[src/rtl/sga_sensor_scheduler_if.sv]
// Purpose: sensor handshake and command bus between the gesture scheduler and its environment.
// Latency: wiring only, no state.
// Backpressure: none; sensors answer through pronto_*, commands are fire-and-forget pulses.
interface sga_sensor_scheduler_if;
  logic        enable;
  logic        medir_esq;
  logic        medir_dir;
  logic        pronto_esq;
  logic        pronto_dir;
  logic [11:0] medida_esq;
  logic [11:0] medida_dir;
  logic        reset_interface;
  logic        cmd_valid;
  logic        cmd_dir;
  logic [1:0]  timeout_flag;
  logic [3:0]  db_estado;

  modport master (
    input  enable, pronto_esq, pronto_dir, medida_esq, medida_dir,
    output medir_esq, medir_dir, reset_interface, cmd_valid, cmd_dir,
           timeout_flag, db_estado
  );

  modport slave (
    output enable, pronto_esq, pronto_dir, medida_esq, medida_dir,
    input  medir_esq, medir_dir, reset_interface, cmd_valid, cmd_dir,
           timeout_flag, db_estado
  );
endinterface

[src/rtl/sga_sensor_scheduler.sv]
// Purpose: alternates left/right ultrasonic measurements with guard gaps, recovers lost echoes, emits confirmed turn commands.
// Latency: medir/reset_interface decode the current state; cmd_valid is registered, high the cycle after DECIDE.
// Backpressure: none; a WAIT state gives up after TIMEOUT_CYCLES and pulses reset_interface.
module sga_sensor_scheduler #(
  parameter int unsigned GAP_CYCLES     = 400000,
  parameter int unsigned TIMEOUT_CYCLES = 1500000,
  parameter logic [11:0] NEAR_THRESH    = 12'd10,
  parameter int unsigned CONFIRM        = 2
) (
  input logic                    clock,
  input logic                    reset_n,
  sga_sensor_scheduler_if.master bus
);
  localparam int unsigned CNT_MAX = (GAP_CYCLES > TIMEOUT_CYCLES) ? GAP_CYCLES : TIMEOUT_CYCLES;
  localparam int CNT_W = $clog2(CNT_MAX + 1);
  localparam logic [CNT_W-1:0] GAP_LAST  = CNT_W'(GAP_CYCLES - 1);
  localparam logic [CNT_W-1:0] TOUT_LAST = CNT_W'(TIMEOUT_CYCLES - 1);
  localparam logic [2:0]       CONF_N    = 3'(CONFIRM);
  localparam logic [11:0]      FAR       = 12'hFFF;

  typedef enum logic [3:0] {
    IDLE     = 4'd0,
    TRIG_ESQ = 4'd1,
    WAIT_ESQ = 4'd2,
    GAP_ESQ  = 4'd3,
    TRIG_DIR = 4'd4,
    WAIT_DIR = 4'd5,
    GAP_DIR  = 4'd6,
    DECIDE   = 4'd7,
    TOUT     = 4'd8
  } state_t;

  typedef enum logic [1:0] {
    CAND_NONE  = 2'd0,
    CAND_LEFT  = 2'd1,
    CAND_RIGHT = 2'd2
  } cand_t;

  state_t           state, state_next;
  logic [CNT_W-1:0] cnt;
  logic             tout_side;   // 0: left side timed out, 1: right side
  logic [11:0]      lat_esq, lat_dir;
  logic [1:0]       tflag;
  logic [2:0]       conf_cnt, conf_next;
  cand_t            last_cand, cand;
  logic             armed;
  logic             cmd_valid_q, cmd_dir_q;
  logic             near_e, near_d;
  logic             medir_esq_c, medir_dir_c, reset_if_c;

  // Next-state and state-decoded strobes
  always_comb begin
    state_next  = state;
    medir_esq_c = 1'b0;
    medir_dir_c = 1'b0;
    reset_if_c  = 1'b0;
    case (state)
      IDLE:     if (bus.enable) state_next = TRIG_ESQ;
      TRIG_ESQ: begin
        medir_esq_c = 1'b1;
        state_next  = WAIT_ESQ;
      end
      WAIT_ESQ: begin
        // a pronto coinciding with the last wait cycle still counts as an answer
        if (bus.pronto_esq)       state_next = GAP_ESQ;
        else if (cnt == TOUT_LAST) state_next = TOUT;
      end
      GAP_ESQ:  if (cnt == GAP_LAST) state_next = TRIG_DIR;
      TRIG_DIR: begin
        medir_dir_c = 1'b1;
        state_next  = WAIT_DIR;
      end
      WAIT_DIR: begin
        if (bus.pronto_dir)       state_next = GAP_DIR;
        else if (cnt == TOUT_LAST) state_next = TOUT;
      end
      GAP_DIR:  if (cnt == GAP_LAST) state_next = DECIDE;
      DECIDE:   state_next = bus.enable ? TRIG_ESQ : IDLE;
      TOUT: begin
        reset_if_c = 1'b1;
        state_next = tout_side ? GAP_DIR : GAP_ESQ;
      end
      default:  state_next = IDLE;
    endcase
  end

  // State register
  always_ff @(posedge clock or negedge reset_n) begin
    if (!reset_n) state <= IDLE;
    else          state <= state_next;
  end

  // Shared wait/gap counter: restarts on every state change, runs only while waiting or gapping
  always_ff @(posedge clock or negedge reset_n) begin
    if (!reset_n)                cnt <= '0;
    else if (state_next != state) cnt <= '0;
    else if (state inside {WAIT_ESQ, GAP_ESQ, WAIT_DIR, GAP_DIR}) cnt <= cnt + CNT_W'(1);
  end

  // Distance capture; a lost echo reads as far and raises the sticky per-side flag
  always_ff @(posedge clock or negedge reset_n) begin
    if (!reset_n) begin
      lat_esq   <= FAR;
      lat_dir   <= FAR;
      tflag     <= 2'b00;
      tout_side <= 1'b0;
    end else begin
      case (state)
        WAIT_ESQ: begin
          if (bus.pronto_esq) lat_esq <= bus.medida_esq;
          else if (cnt == TOUT_LAST) begin
            lat_esq   <= FAR;
            tflag[0]  <= 1'b1;
            tout_side <= 1'b0;
          end
        end
        WAIT_DIR: begin
          if (bus.pronto_dir) lat_dir <= bus.medida_dir;
          else if (cnt == TOUT_LAST) begin
            lat_dir   <= FAR;
            tflag[1]  <= 1'b1;
            tout_side <= 1'b1;
          end
        end
        default: ;
      endcase
    end
  end

  // Round candidate and saturating confirmation count
  always_comb begin
    near_e = lat_esq < NEAR_THRESH;
    near_d = lat_dir < NEAR_THRESH;
    cand   = CAND_NONE;
    if (near_e && !near_d)      cand = CAND_LEFT;
    else if (near_d && !near_e) cand = CAND_RIGHT;
    conf_next = 3'd1;
    if (cand == last_cand) conf_next = (conf_cnt >= CONF_N) ? CONF_N : conf_cnt + 3'd1;
  end

  // Decision: one command per held gesture, re-armed only by an empty round
  always_ff @(posedge clock or negedge reset_n) begin
    if (!reset_n) begin
      conf_cnt    <= 3'd0;
      last_cand   <= CAND_NONE;
      armed       <= 1'b1;
      cmd_valid_q <= 1'b0;
      cmd_dir_q   <= 1'b0;
    end else begin
      cmd_valid_q <= 1'b0;
      if (state == DECIDE) begin
        last_cand <= cand;
        if (cand == CAND_NONE) begin
          conf_cnt <= 3'd0;
          armed    <= 1'b1;
        end else begin
          conf_cnt <= conf_next;
          if (conf_next == CONF_N && armed) begin
            cmd_valid_q <= 1'b1;
            cmd_dir_q   <= (cand == CAND_RIGHT);
            armed       <= 1'b0;
          end
        end
      end
    end
  end

  assign bus.medir_esq       = medir_esq_c;
  assign bus.medir_dir       = medir_dir_c;
  assign bus.reset_interface = reset_if_c;
  assign bus.cmd_valid       = cmd_valid_q;
  assign bus.cmd_dir         = cmd_dir_q;
  assign bus.timeout_flag    = tflag;
  assign bus.db_estado       = state;
endmodule
[src/flat_wrapper.sv]
// flat-port wrapper written by rule: the top's interface ports become plain ports
module sga_sensor_scheduler_flat 
#(
  parameter int unsigned GAP_CYCLES     = 400000,
  parameter int unsigned TIMEOUT_CYCLES = 1500000,
  parameter logic [11:0] NEAR_THRESH    = 12'd10,
  parameter int unsigned CONFIRM        = 2
)
  (clock, reset_n, bus_enable, bus_pronto_esq, bus_pronto_dir, bus_medida_esq, bus_medida_dir, bus_medir_esq, bus_medir_dir, bus_reset_interface, bus_cmd_valid, bus_cmd_dir, bus_timeout_flag, bus_db_estado);
  sga_sensor_scheduler_if bus_i ();
  input logic clock;
  input logic reset_n;
  input wire logic [$bits(bus_i.enable)-1:0] bus_enable;
  input wire logic [$bits(bus_i.pronto_esq)-1:0] bus_pronto_esq;
  input wire logic [$bits(bus_i.pronto_dir)-1:0] bus_pronto_dir;
  input wire logic [$bits(bus_i.medida_esq)-1:0] bus_medida_esq;
  input wire logic [$bits(bus_i.medida_dir)-1:0] bus_medida_dir;
  output wire logic [$bits(bus_i.medir_esq)-1:0] bus_medir_esq;
  output wire logic [$bits(bus_i.medir_dir)-1:0] bus_medir_dir;
  output wire logic [$bits(bus_i.reset_interface)-1:0] bus_reset_interface;
  output wire logic [$bits(bus_i.cmd_valid)-1:0] bus_cmd_valid;
  output wire logic [$bits(bus_i.cmd_dir)-1:0] bus_cmd_dir;
  output wire logic [$bits(bus_i.timeout_flag)-1:0] bus_timeout_flag;
  output wire logic [$bits(bus_i.db_estado)-1:0] bus_db_estado;
  assign bus_i.enable = bus_enable;
  assign bus_i.pronto_esq = bus_pronto_esq;
  assign bus_i.pronto_dir = bus_pronto_dir;
  assign bus_i.medida_esq = bus_medida_esq;
  assign bus_i.medida_dir = bus_medida_dir;
  assign bus_medir_esq = bus_i.medir_esq;
  assign bus_medir_dir = bus_i.medir_dir;
  assign bus_reset_interface = bus_i.reset_interface;
  assign bus_cmd_valid = bus_i.cmd_valid;
  assign bus_cmd_dir = bus_i.cmd_dir;
  assign bus_timeout_flag = bus_i.timeout_flag;
  assign bus_db_estado = bus_i.db_estado;
  sga_sensor_scheduler #(.GAP_CYCLES(GAP_CYCLES), .TIMEOUT_CYCLES(TIMEOUT_CYCLES), .NEAR_THRESH(NEAR_THRESH), .CONFIRM(CONFIRM)) u_core (.clock(clock), .reset_n(reset_n), .bus(bus_i));
endmodule
[config.mk]
export PLATFORM = sky130hd
export DESIGN_NAME = sga_sensor_scheduler_flat
export DESIGN_NICKNAME = d
export VERILOG_FILES = /design/src/rtl/sga_sensor_scheduler_if.sv /design/src/rtl/sga_sensor_scheduler.sv /design/src/flat_wrapper.sv
export SDC_FILE = /design/constraint.sdc
export NUM_CORES = 1
export LEC_CHECK = 0
export BUFFER_PORTS_ARGS = -buffer_cell sky130_fd_sc_hd__buf_4
export CAP_MARGIN = 20
export CORE_MARGIN = 2
export CORE_UTILIZATION = 50
export DETAILED_ROUTE_END_ITERATION = 16
export HOLD_SLACK_MARGIN = 0.06
export PLACE_DENSITY_LB_ADDON = 0.3
export SLEW_MARGIN = 20
export SYNTH_ARGS = -nofsm -noshare
export SYNTH_HDL_FRONTEND = slang
export SYNTH_SLANG_ARGS = --single-unit
[constraint.sdc]
create_clock -name clock -period 8.1 [get_ports clock]
set_clock_uncertainty 0.2 [all_clocks]
set_input_delay 1.62 -clock clock [delete_from_list [all_inputs] [get_ports clock]]
set_output_delay 1.62 -clock clock [all_outputs]
set_load 0.01 [all_outputs]
After elaboration in Yosys (flattened, before gate mapping)
Cells that the tools add are included.
{"block": "classes", "add_sub_neg": 2, "order_cmp": 3, "n_eq_ne": 18, "mux": 32, "bitwise_logic": 3, "reduce_logical": 20}
{"cell": "$mux W21", "n": 2}
{"cell": "$mux W12", "n": 3}
{"cell": "$pmux W4 S9", "n": 1}
{"cell": "$lt A12 B4 Y1 const B", "n": 2}
{"cell": "$mux W4", "n": 6}
{"cell": "$add A21 B1 Y21 const B", "n": 1}
{"cell": "$eq A21 B19 Y1 const B", "n": 1}
{"cell": "$eq A21 B21 Y1 const B", "n": 1}
{"cell": "$eq A4 B3 Y1 const B", "n": 4}
{"cell": "$mux W1", "n": 13}
{"cell": "$mux W3", "n": 4}
{"cell": "$reduce_bool A2 Y1", "n": 5}
{"cell": "$reduce_and A3 Y1", "n": 3}
{"cell": "$eq A4 B2 Y1 const B", "n": 2}
{"cell": "$reduce_and A2 Y1", "n": 3}
{"cell": "$reduce_and A5 Y1", "n": 1}
{"cell": "$eq A4 B1 Y1 const B", "n": 1}
{"cell": "$eq A4 B4 Y1 const B", "n": 1}
{"cell": "$logic_not A4 Y1", "n": 1}
{"cell": "$mux W2", "n": 2}
{"cell": "$ne A2 B1 Y1 const B", "n": 2}
{"cell": "$ne A2 B2 Y1 const B", "n": 2}
{"cell": "$ne A4 B4 Y1", "n": 1}
{"cell": "$reduce_bool A4 Y1", "n": 1}
{"cell": "other kinds (10)", "n": 15}
{"block": "totals", "register_bits": 60, "wordCells": 90}

Logic depth before layout (Yosys ltp)
Gate-level depths: netlist (run 1).
{"block": "logic_depth", "word_depth": 12, "mapped_depth": 10}

Worst setup path after synthesis (run 1)
No wires, ideal clock.
{"block": "synth_path", "path_kind": "register to output", "startpoint": "reg u_core.state[0] (netlist: u_core.bus.db_estado[0])", "endpoint": "out bus_medir_esq", "t_arrival_ns": 1.488, "t_required_ns": 6.280, "setup_slack_ns": 4.792, "stages_incl_launch_ff": 4, "n_path_buf": 2, "path_cell_list": "dfrtp_1 clkbuf_1 buf_1 nor4b_1"}
{"block": "synth_via", "elab_chain_cells": 2}
{"element": "start: declaration", "line": "sga_sensor_scheduler.sv:39", "rtl": "state_t state, state_next;"}
{"element": "start signal: assignment", "line": "sga_sensor_scheduler.sv:90", "rtl": "else state <= state_next;"}
{"element": "$eq A4 B1 Y1", "line": "sga_sensor_scheduler.sv:57", "rtl": "case (state)"}
{"element": "$mux W1", "line": "sga_sensor_scheduler.sv:57"}
{"element": "end: declaration", "line": "flat_wrapper.sv:18", "rtl": "output wire logic [$bits(bus_i.medir_esq)-1:0] bus_medir_esq;"}
Every way passes these cells.

Worst setup path in the final report (run 1)
{"block": "layout_path", "startpoint": "reg u_core.state[3] (netlist: u_core.bus.db_estado[3])", "endpoint": "out bus_reset_interface"}
{"block": "layout_via", "elab_chain_cells": 2}
{"element": "$eq A4 B4 Y1", "line": "sga_sensor_scheduler.sv:57"}
{"element": "$mux W1", "line": "sga_sensor_scheduler.sv:57"}
{"element": "end: declaration", "line": "flat_wrapper.sv:20", "rtl": "output wire logic [$bits(bus_i.reset_interface)-1:0] bus_reset_interface;"}
Every way passes these cells.

==> results of run 1 <==
## layout make-up
class / count / area share, %
flip-flops and latches: 58 / 41.7
well taps: 75 / 2.64
multi-input cells: 214 / 40.2
inverters: 11 / 1.16
clock buffers: 13 / 5.39
repair buffers: 37 / 7.82
clock inverters: 3 / 1.16
## metal layers
metal  vias to the layer above  track usage [%]
li1                       1148                -
met1                      1098             28.3
met2                        46             31.0
met3                         7             6.26
met4                         0             6.83
met5                         -                0
## flip-flops by register name, indices dropped and copies added (netlist names)
signal,count
u_core.cnt,21
u_core.lat_dir,11
u_core.lat_esq,11
u_core.bus.db_estado,4
u_core.conf_cnt,3
u_core.bus.timeout_flag,2
u_core.last_cand,2
u_core.armed,1
u_core.bus.cmd_dir,1
u_core.bus.cmd_valid,1
u_core.tout_side,1
## path summary, 6_finish.rpt
kind,slack (ns),cells after the start,end,startpoint
worst max-delay path,4.58,3,bus_reset_interface,u_core.bus.db_estado[3]
worst min-delay path,0.26,1,u_core.bus.timeout_flag[0],u_core.bus.timeout_flag[0]
worst max register to register,5.25,5,u_core.cnt[10],u_core.bus.db_estado[0]
worst min register to register,0.26,1,u_core.bus.timeout_flag[0],u_core.bus.timeout_flag[0]
max in group asynchronous,6.09,1,u_core.bus.db_estado[3],reset_n
min in group asynchronous,1.13,1,u_core.cnt[1],reset_n
## report_power, final
| part | internal [mW] | switching, mW |
|---|---|---|
| Combinational | 0.0875 | 0.108 |
| Clock | 0.188 | 0.116 |
| Sequential | 0.347 | 0.0479 |
| Total | 0.622 | 0.272 |
## through the flow
| stage | setup slack, ns | cells |
|---|---|---|
| finish | 4.58 | 411 |
| global route | 4.47 | 411 |
| CTS | 4.59 | 411 |
| detailed placement | 4.46 | 395 |
| global placement | 4.51 | 395 |
| floorplan | 4.79 | 296 |
## cells in the final DEF, fill, tap and decap left out, types with 8 or more instances in the layout
cell      instances
nor3_1           10
dfrtp_1          35
xor2_1            8
nand2_1          23
nor4_1            8
nand3_1          16
xnor2_1          14
o22a_1           22
inv_1            11
a21oi_1          12
buf_4            37
dfstp_2          23
clkbuf_8         10
nor2_1           31
## cell families (layout without fill, tap and decap cells)
kind of cell,count (synthesis),count (layout),synth area share [%]
XOR/XNOR,22,22,6.38
flip-flops,58,58,49.0
AND/OR/NAND/NOR,122,122,20.9
adder cells (fa/ha/maj),5,5,2.07
buffers and inverters,24,64,3.69
AO/OA/AOI/OAI,64,64,17.5
multiplexers,1,1,0.373
## critical path, stage by stage (launching register included)
cell and delay [ns]:
dfrtp_1 0.84, nand2b_1 0.20, nor3_1 0.17, buf_4 0.15
==> flow_summary.json, run 1 <==
{
  "nets": 365,
  "crit_path_end_kind": "primary output",
  "arrival_ns": 1.70,
  "yosys_warnings": 0,
  "synth-edff-count": 0,
  "dr.pass1.iters": 4,
  "period_needed_ns": 3.52,
  "setup_violations": 0,
  "hp-class": "flip-flop to flip-flop",
  "rsz0062_at_grt": "no",
  "critical_path_class": "flip-flop to primary output",
  "synthToLayoutAreaGrowth_pct": 17.7,
  "drt_iter0_drc": 180,
  "drive_gt1_share_pct": 25.6,
  "post-route-util_pct": 60.4,
  "whs_ns": 0.264,
  "outcome": "complete, no violations",
  "topRoutingLayerUsed": "met4",
  "synth_top_area_share_pct": 29.0,
  "slew_violations": 0,
  "finalHoldViolCount": 0,
  "grt_pass1_wl_mm": 10.3,
  "grtUsageTotal_pct": 20.5,
  "power_mw": 0.895,
  "ys_ff_latch": 58,
  "cts_hold_buf": 0,
  "wl_met3_um": 256,
  "worst_pin_slew_ns": 0.770,
  "cts_sinks": 58,
  "wl_met1_mm": 2.91,
  "routabilityCongestion": 0.801,
  "synth_most_common_cell": "dfrtp_1",
  "dieWidth_um": 81.7,
  "ys_seq_area_share_pct": 49.0,
  "synth_area_leader_cell": "dfrtp_1",
  "netlist_top_cells_area": "dfrtp_1 29%, dfstp_2 20%, o22a_1 6.4%, xnor2_1 4.1%, nor2_1 3.9%",
  "multi_input_area_um2": 1430,
  "nFillCells": 495,
  "dominantRegCellSynth": "dfrtp_1",
  "ys_types": 53,
  "overflow": 0,
  "max_slew_margin_pct": 48.6,
  "vias": 2299,
  "clk_pin_slew_ns": 0.06,
  "synth_top_cells_by_count": "35 x dfrtp_1, 31 x nor2_1, 23 x dfstp_2, 23 x nand2_1, 22 x o22a_1",
  "power_leakage_nw": 1.49,
  "drv_cap": 0,
  "synth_area_um2": 3020,
  "clock-root-buffer": "clkbuf_8",
  "cp-start-kind": "flip-flop",
  "diodes": 0,
  "rows": 28,
  "antenna_found_initial": 0,
  "ant_nets": 0,
  "portBuffers": 37,
  "numCtsBuffers": 9,
  "max_freq_mhz": 284,
  "wl_per_cell_um": 14.7,
  "p_per_area_nw_per_um2": 252,
  "cp_max_fo": 23,
  "grt_start_max_net_pins": 59,
  "final_cell_area_um2": 3550,
  "ir_drop_v": 0.000143,
  "routed_wl_mm": 6.05,
  "grt_pass1_vias": 2199,
  "clk_latency_ns": 0.35,
  "clockBufferDepth": 2,
  "async_reset_ff_share_pct": 100,
  "core_um2": 5890,
  "cp.required_ns": 6.28,
  "dp_hpwl_mm": 4.16,
  "wl_met2_mm": 2.81,
  "tritoncts": "yes",
  "avgSynthCellArea_um2": 10.2,
  "place_area_um2": 3320,
  "h-tree-depth": 3,
  "cts_setup_buffers": 0,
  "dieHeight_um": 81.7,
  "syn_nets": 330,
  "vias_per_cell": 5.59,
  "ctsResizeCount": 0,
  "post-route-period-util_pct": 43.5,
  "die-area_um2": 6680,
  "initial_core_util_pct": 51.3,
  "ios": 40,
  "seqCellArea_um2": 1480,
  "drc": 0,
  "fin_setup_tns_ns": 0,
  "netlist_instances": 296
}
Note: power is estimated with default switching activity, not from simulation.
==> inputs of run 2 (changes only) <==
Settings changed: ABC_AREA set to 1.
Clock period 8.1 ns to 2.9 ns, I/O delays scaled along.
==> run 2 against run 1 <==
First-iteration DRC count decreased by 40%; critical endpoint is now u_core.bus.cmd_dir; critical path type is now flip-flop to flip-flop; register-to-register slack worse by 4.8 ns; via count is 17% higher; largest cell class unchanged; critical path depth is 8 higher; sequential share of layout area shrank 2.6 points.
==> flow_summary.json, run 2 <==
{
  "outcome": "complete, no violations",
  "slew_violations": 0,
  "final_common_cell": "nand2_1",
  "cp_max_fo": 4,
  "clk_pin_slew_ns": 0.07,
  "mostFrequentLayoutCells": "68 x nand2_1, 66 x inv_1, 56 x nor2_1",
  "ys_seq_area_share_pct": 45.5,
  "dp_hpwl_mm": 4.76,
  "top_regs": "u_core.cnt (21), u_core.lat_dir (11), u_core.lat_esq (11)",
  "routabilityCongestion": 0.884,
  "ys_types": 38,
  "grt_start_max_net_pins": 59,
  "initial_core_util_pct": 51.5,
  "post-route-util_pct": 60.0,
  "netlist_instances": 405,
  "drive_gt1_share_pct": 27.3,
  "dominantRegCellSynth": "dfrtp_1",
  "ir_drop_v": 0.000377,
  "max_slew_margin_pct": 35.4,
  "core_um2": 6310,
  "die-area_um2": 7170,
  "top_register": "u_core.cnt",
  "ios": 40,
  "avgSynthCellArea_um2": 8.03,
  "ant_nets": 0,
  "cp-start-kind": "flip-flop",
  "ys_ff_latch": 58,
  "dieHeight_um": 84.7,
  "netlist_top_cells_area": "dfrtp_1 27%, dfstp_2 19%, nand2_1 7.8%, inv_1 7.6%, nor2_1 6.5%",
  "post-route-period-util_pct": 86.0,
  "finalHoldViolCount": 0,
  "final_cell_area_um2": 3790,
  "cts_setup_buffers": 0,
  "place_area_um2": 3610,
  "largest_reg_flops": 21,
  "nets": 484,
  "rows": 29,
  "numCtsBuffers": 9,
  "drt_iter0_drc": 108,
  "grtUsageTotal_pct": 19.5,
  "diodes": 0,
  "synth-edff-count": 0,
  "dpl.cell_count": 516,
  "clockBufferDepth": 2,
  "hp-class": "input pin to async pin",
  "period_needed_ns": 2.49,
  "cts_hold_buf": 0,
  "fin_setup_tns_ns": 0,
  "wl_per_cell_um": 12.0,
  "drv_cap": 0,
  "cts_sinks": 58,
  "synthToLayoutAreaGrowth_pct": 16.4,
  "synth_area_um2": 3250,
  "portBuffers": 37,
  "cp.required_ns": 2.92,
  "ctsResizeCount": 0,
  "synth_top_area_share_pct": 26.9,
  "arrival_ns": 2.51,
  "antenna_found_initial": 0,
  "synth_top_cells_by_count": "68 x nand2_1, 66 x inv_1, 56 x nor2_1",
  "nFillCells": 588,
  "drc": 0,
  "synth_most_common_cell": "nand2_1",
  "h-tree-depth": 3,
  "power_leakage_nw": 1.83,
  "clock-root-buffer": "clkbuf_8",
  "overflow": 0,
  "yosys_warnings": 0,
  "setup_violations": 0,
  "synth_area_leader_cell": "dfrtp_1",
  "vias_per_cell": 5.04,
  "routed_wl_mm": 6.38,
  "worst_pin_slew_ns": 0.964,
  "grt_pass1_vias": 2666,
  "p_per_area_nw_per_um2": 628,
  "syn_nets": 439,
  "max_freq_mhz": 401,
  "async_reset_ff_share_pct": 100,
  "dieWidth_um": 84.7,
  "crit_path_end_kind": "flip-flop",
  "clk_latency_ns": 0.34,
  "rsz0062_at_grt": "no",
  "stdcell_count": 532,
  "whs_ns": 0.0911,
  "vias": 2682,
  "dr.pass1.iters": 4,
  "grt_pass1_wl_mm": 11.3,
  "critical_path_class": "flip-flop to flip-flop",
  "tritoncts": "yes"
}
## run 2: cells by family after synthesis
family | share of synthesized area, %
XOR/XNOR | 3.50
buffers and inverters | 9.35
adder cells (fa/ha/maj) | 1.92
AO/OA/AOI/OAI | 8.50
AND/OR/NAND/NOR | 30.9
flip-flops | 45.5
multiplexers | 0.308
## run 2: through the flow
step           total power, mW  worst slack (ns)
2_1_floorplan             1.58             0.772
3_3_place_gp              1.71             0.485
3_5_place_dp              1.74             0.444
4_1_cts                   2.41             0.429
5_1_grt                   2.53             0.116
6_report                  2.38             0.407
## run 2: final cells by class
class | count | area, um2 | share of cell area (%)
flip-flops and latches | 58 | 1480 | 39.1
multi-input cells | 270 | 1470 | 38.8
repair buffers | 40 | 300 | 7.93
inverters | 71 | 267 | 7.04
clock buffers | 13 | 159 | 4.20
well taps | 77 | 96.3 | 2.54
clock inverters | 3 | 15.0 | 0.397
## run 2: per-layer routing
metal	part of all wire (%)	global-route usage, %
met2	50	32.8
met4	1.5	7.36
met3	3.9	5.11
met5	0	0
met1	45	24.1
## run 2: worst paths after layout
check | to | slack, ns | cells past startpoint | start
max reg2reg | u_core.bus.cmd_dir | 0.41 | 11 | u_core.lat_esq[7]
min in group clock | u_core.lat_dir[9] | 0.26 | 2 | u_core.lat_dir[9]
max | u_core.bus.cmd_dir | 0.41 | 11 | u_core.lat_esq[7]
min | u_core.cnt[12] | 0.09 | 1 | reset_n
min reg2reg | u_core.lat_dir[9] | 0.26 | 2 | u_core.lat_dir[9]
max in group asynchronous | u_core.cnt[18] | 1.93 | 1 | reset_n
## run 2: where the power goes
group / internal, mW / total (mW) / leakage [nW] / switching [mW]
registers: 0.971 / 1.05 / 0.715 / 0.0765
logic: 0.221 / 0.670 / 1.02 / 0.449
clock network: 0.353 / 0.659 / 0.0932 / 0.306
## run 2: worst max-delay path, cell delays in order (launching register included)
cell and delay (ns):
dfstp_2 0.37, nor4_1 0.35, nand2_1 0.12, nor2_1 0.18
inv_1 0.07, ha_1 0.22, xnor2_1 0.15, nand3_1 0.15
a211oi_1 0.26, nand3_1 0.16, nand2_1 0.08, o21ai_0 0.07
==> inputs of run 3 (changes only) <==
Settings changed: CORE_MARGIN 2 to unset.
==> run 3 against run 2 <==
Routed wire length hardly changed; utilization is 0.63 points higher; hold slack better by 0.0084 ns; die area is 4.7% lower; sequential share of layout area is 0.41 points lower; count of clock-buffer cells in the layout is 1 lower; clock power is 18% higher; via count is 1.4% lower; cell count stayed put; global-route usage is 0.43 points higher; combinational power hardly changed; largest power group unchanged; sequential power hardly changed.
==> flow_summary.json, run 3 (synthesis results as in run 2) <==
{
  "h-tree-depth": 3,
  "crit_slowest_cell": "dfstp_2",
  "seqCellArea_um2": 1480,
  "numCtsBuffers": 9,
  "critical_path_class": "flip-flop to flip-flop",
  "final_cell_area_um2": 3830,
  "combPwrFrac_pct": 26.9,
  "dr.pass1.iters": 4,
  "final_common_cell": "nand2_1",
  "clk_pin_slew_ns": 0.07,
  "cts_hold_buf": 0,
  "drc": 0,
  "power_leakage_nw": 1.85,
  "intPower_mw": 1.66,
  "outcome": "complete, no violations",
  "drt_iter0_drc": 150,
  "overflow": 0,
  "multi_input_area_um2": 1470,
  "p_switching_mw": 0.839,
  "rsz0062_at_grt": "no",
  "rows": 29,
  "top_register": "u_core.cnt",
  "nFillCells": 574,
  "grt_pass1_wl_mm": 10.2,
  "worst_pin_slew_ns": 0.994,
  "cp-start-kind": "flip-flop",
  "dieWidth_um": 82.7,
  "crit_chain": "nor4_1 > nand2_1 > nor2_1 > inv_1 > ha_1 > xnor2_1 > nand3_1 > a211oi_1 > nand3_1 > nand2_1 > o21ai_0",
  "setup_violations": 0,
  "post-route-period-util_pct": 83.0,
  "portBuffers": 37,
  "initial_core_util_pct": 51.5,
  "cts_sinks": 58,
  "clockBufferDepth": 2,
  "max_freq_mhz": 415,
  "grt_pass1_vias": 2398,
  "finalHoldViolCount": 0,
  "drive_gt1_share_pct": 27.7,
  "dp_hpwl_mm": 4.57,
  "p_per_area_nw_per_um2": 652,
  "clock-root-buffer": "clkbuf_8",
  "nets": 484,
  "critPathTopFamily": "simple AND/OR/NAND/NOR gates",
  "crit_path_end_kind": "flip-flop",
  "routabilityCongestion": 0.847,
  "top_regs": "u_core.cnt (21), u_core.lat_dir (11), u_core.lat_esq (11)",
  "cp_slowest_stage_delay_ns": 0.37,
  "clk_latency_ns": 0.34,
  "grtUsageTotal_pct": 19.9,
  "seqPwrFrac_pct": 41.8,
  "synthToLayoutAreaGrowth_pct": 17.6,
  "crit_buf_inv": 1,
  "ctsResizeCount": 0,
  "dieHeight_um": 82.7,
  "ant_nets": 0,
  "die-area_um2": 6830,
  "critPathLaunch": "u_core.lat_esq[7]",
  "hp-class": "input pin to async pin",
  "fin_setup_tns_ns": 0,
  "ios": 40,
  "grt_start_max_net_pins": 59,
  "core_um2": 6310,
  "wl_per_cell_um": 12.0,
  "pwr-share-clk_pct": 31.3,
  "place_area_um2": 3610,
  "vias": 2644,
  "cts_setup_buffers": 0,
  "arrival_ns": 2.42,
  "antenna_found_initial": 0,
  "r2r-start": "u_core.lat_esq[7]",
  "vias_per_cell": 4.97,
  "largest_reg_flops": 21,
  "tritoncts": "yes",
  "drv_cap": 0,
  "period_needed_ns": 2.41,
  "max_slew_margin_pct": 33.4,
  "ir_drop_v": 0.000625,
  "diodes": 0,
  "routed_wl_mm": 6.37,
  "cp_max_fo": 4,
  "p_sw_share_pct": 33.6,
  "mostFrequentLayoutCells": "68 x nand2_1, 66 x inv_1, 56 x nor2_1",
  "cp.required_ns": 2.92,
  "slew_violations": 0
}
[run 3: cell count changes in the layout (fill, tap and decap cells not counted)]
cell       previous run  this run
bufinv_16             0         1
clkbuf_1              2         0
clkbuf_8             11        12
clkinv_2              3         2
clkinv_4              0         1
[run 3: final timing paths]
check / cells past startpoint / to / slack [ns]
worst max register to register: 11 / u_core.bus.cmd_dir / 0.49
min in group clock: 2 / u_core.lat_dir[10] / 0.27
worst min-delay path: 1 / u_core.cnt[14] / 0.1
max in group asynchronous: 1 / u_core.bus.db_estado[3] / 1.92
worst max-delay path: 11 / u_core.bus.cmd_dir / 0.49
worst min register to register: 2 / u_core.lat_dir[10] / 0.27
[run 3: per-stage QoR]
stage          utilization (%)  worst slack (ns)  hold WS [ns]  instances  power, mW
2_1_floorplan                -             0.772        0.0844        405       1.58
3_3_place_gp              57.2             0.477         0.253        516       1.71
5_1_grt                   60.6             0.223         0.159        532       2.65
3_5_place_dp              57.2             0.492         0.258        516       1.73
6_report                  60.6             0.493        0.0995        532       2.50
4_1_cts                   60.6             0.477         0.122        532       2.52
[run 3: metal layers]
metal	share of wire [%]	wire length [um]	global-route usage, %
met1	48	3060	25.0
met2	47	2980	32.3
met3	3.5	221	4.18
met4	1.7	109	10.2
met5	0	0	0
[run 3: cell type report]
class / instances / area share, %
clock buffers: 12 / 4.32
clock inverters: 4 / 1.28
inverters: 71 / 6.97
multi-input cells: 270 / 38.4
flip-flops and latches: 58 / 38.7
well taps: 77 / 2.52
repair buffers: 40 / 7.85
[run 3: power by group through the flow]
stage               combinational (mW)  clock (mW)  sequential, mW
floorplan                        0.535           0            1.05
global placement                 0.662           0            1.05
detailed placement               0.674           0            1.06
CTS                              0.676       0.799            1.04
global route                     0.752       0.840            1.06
finish                           0.672       0.780            1.04
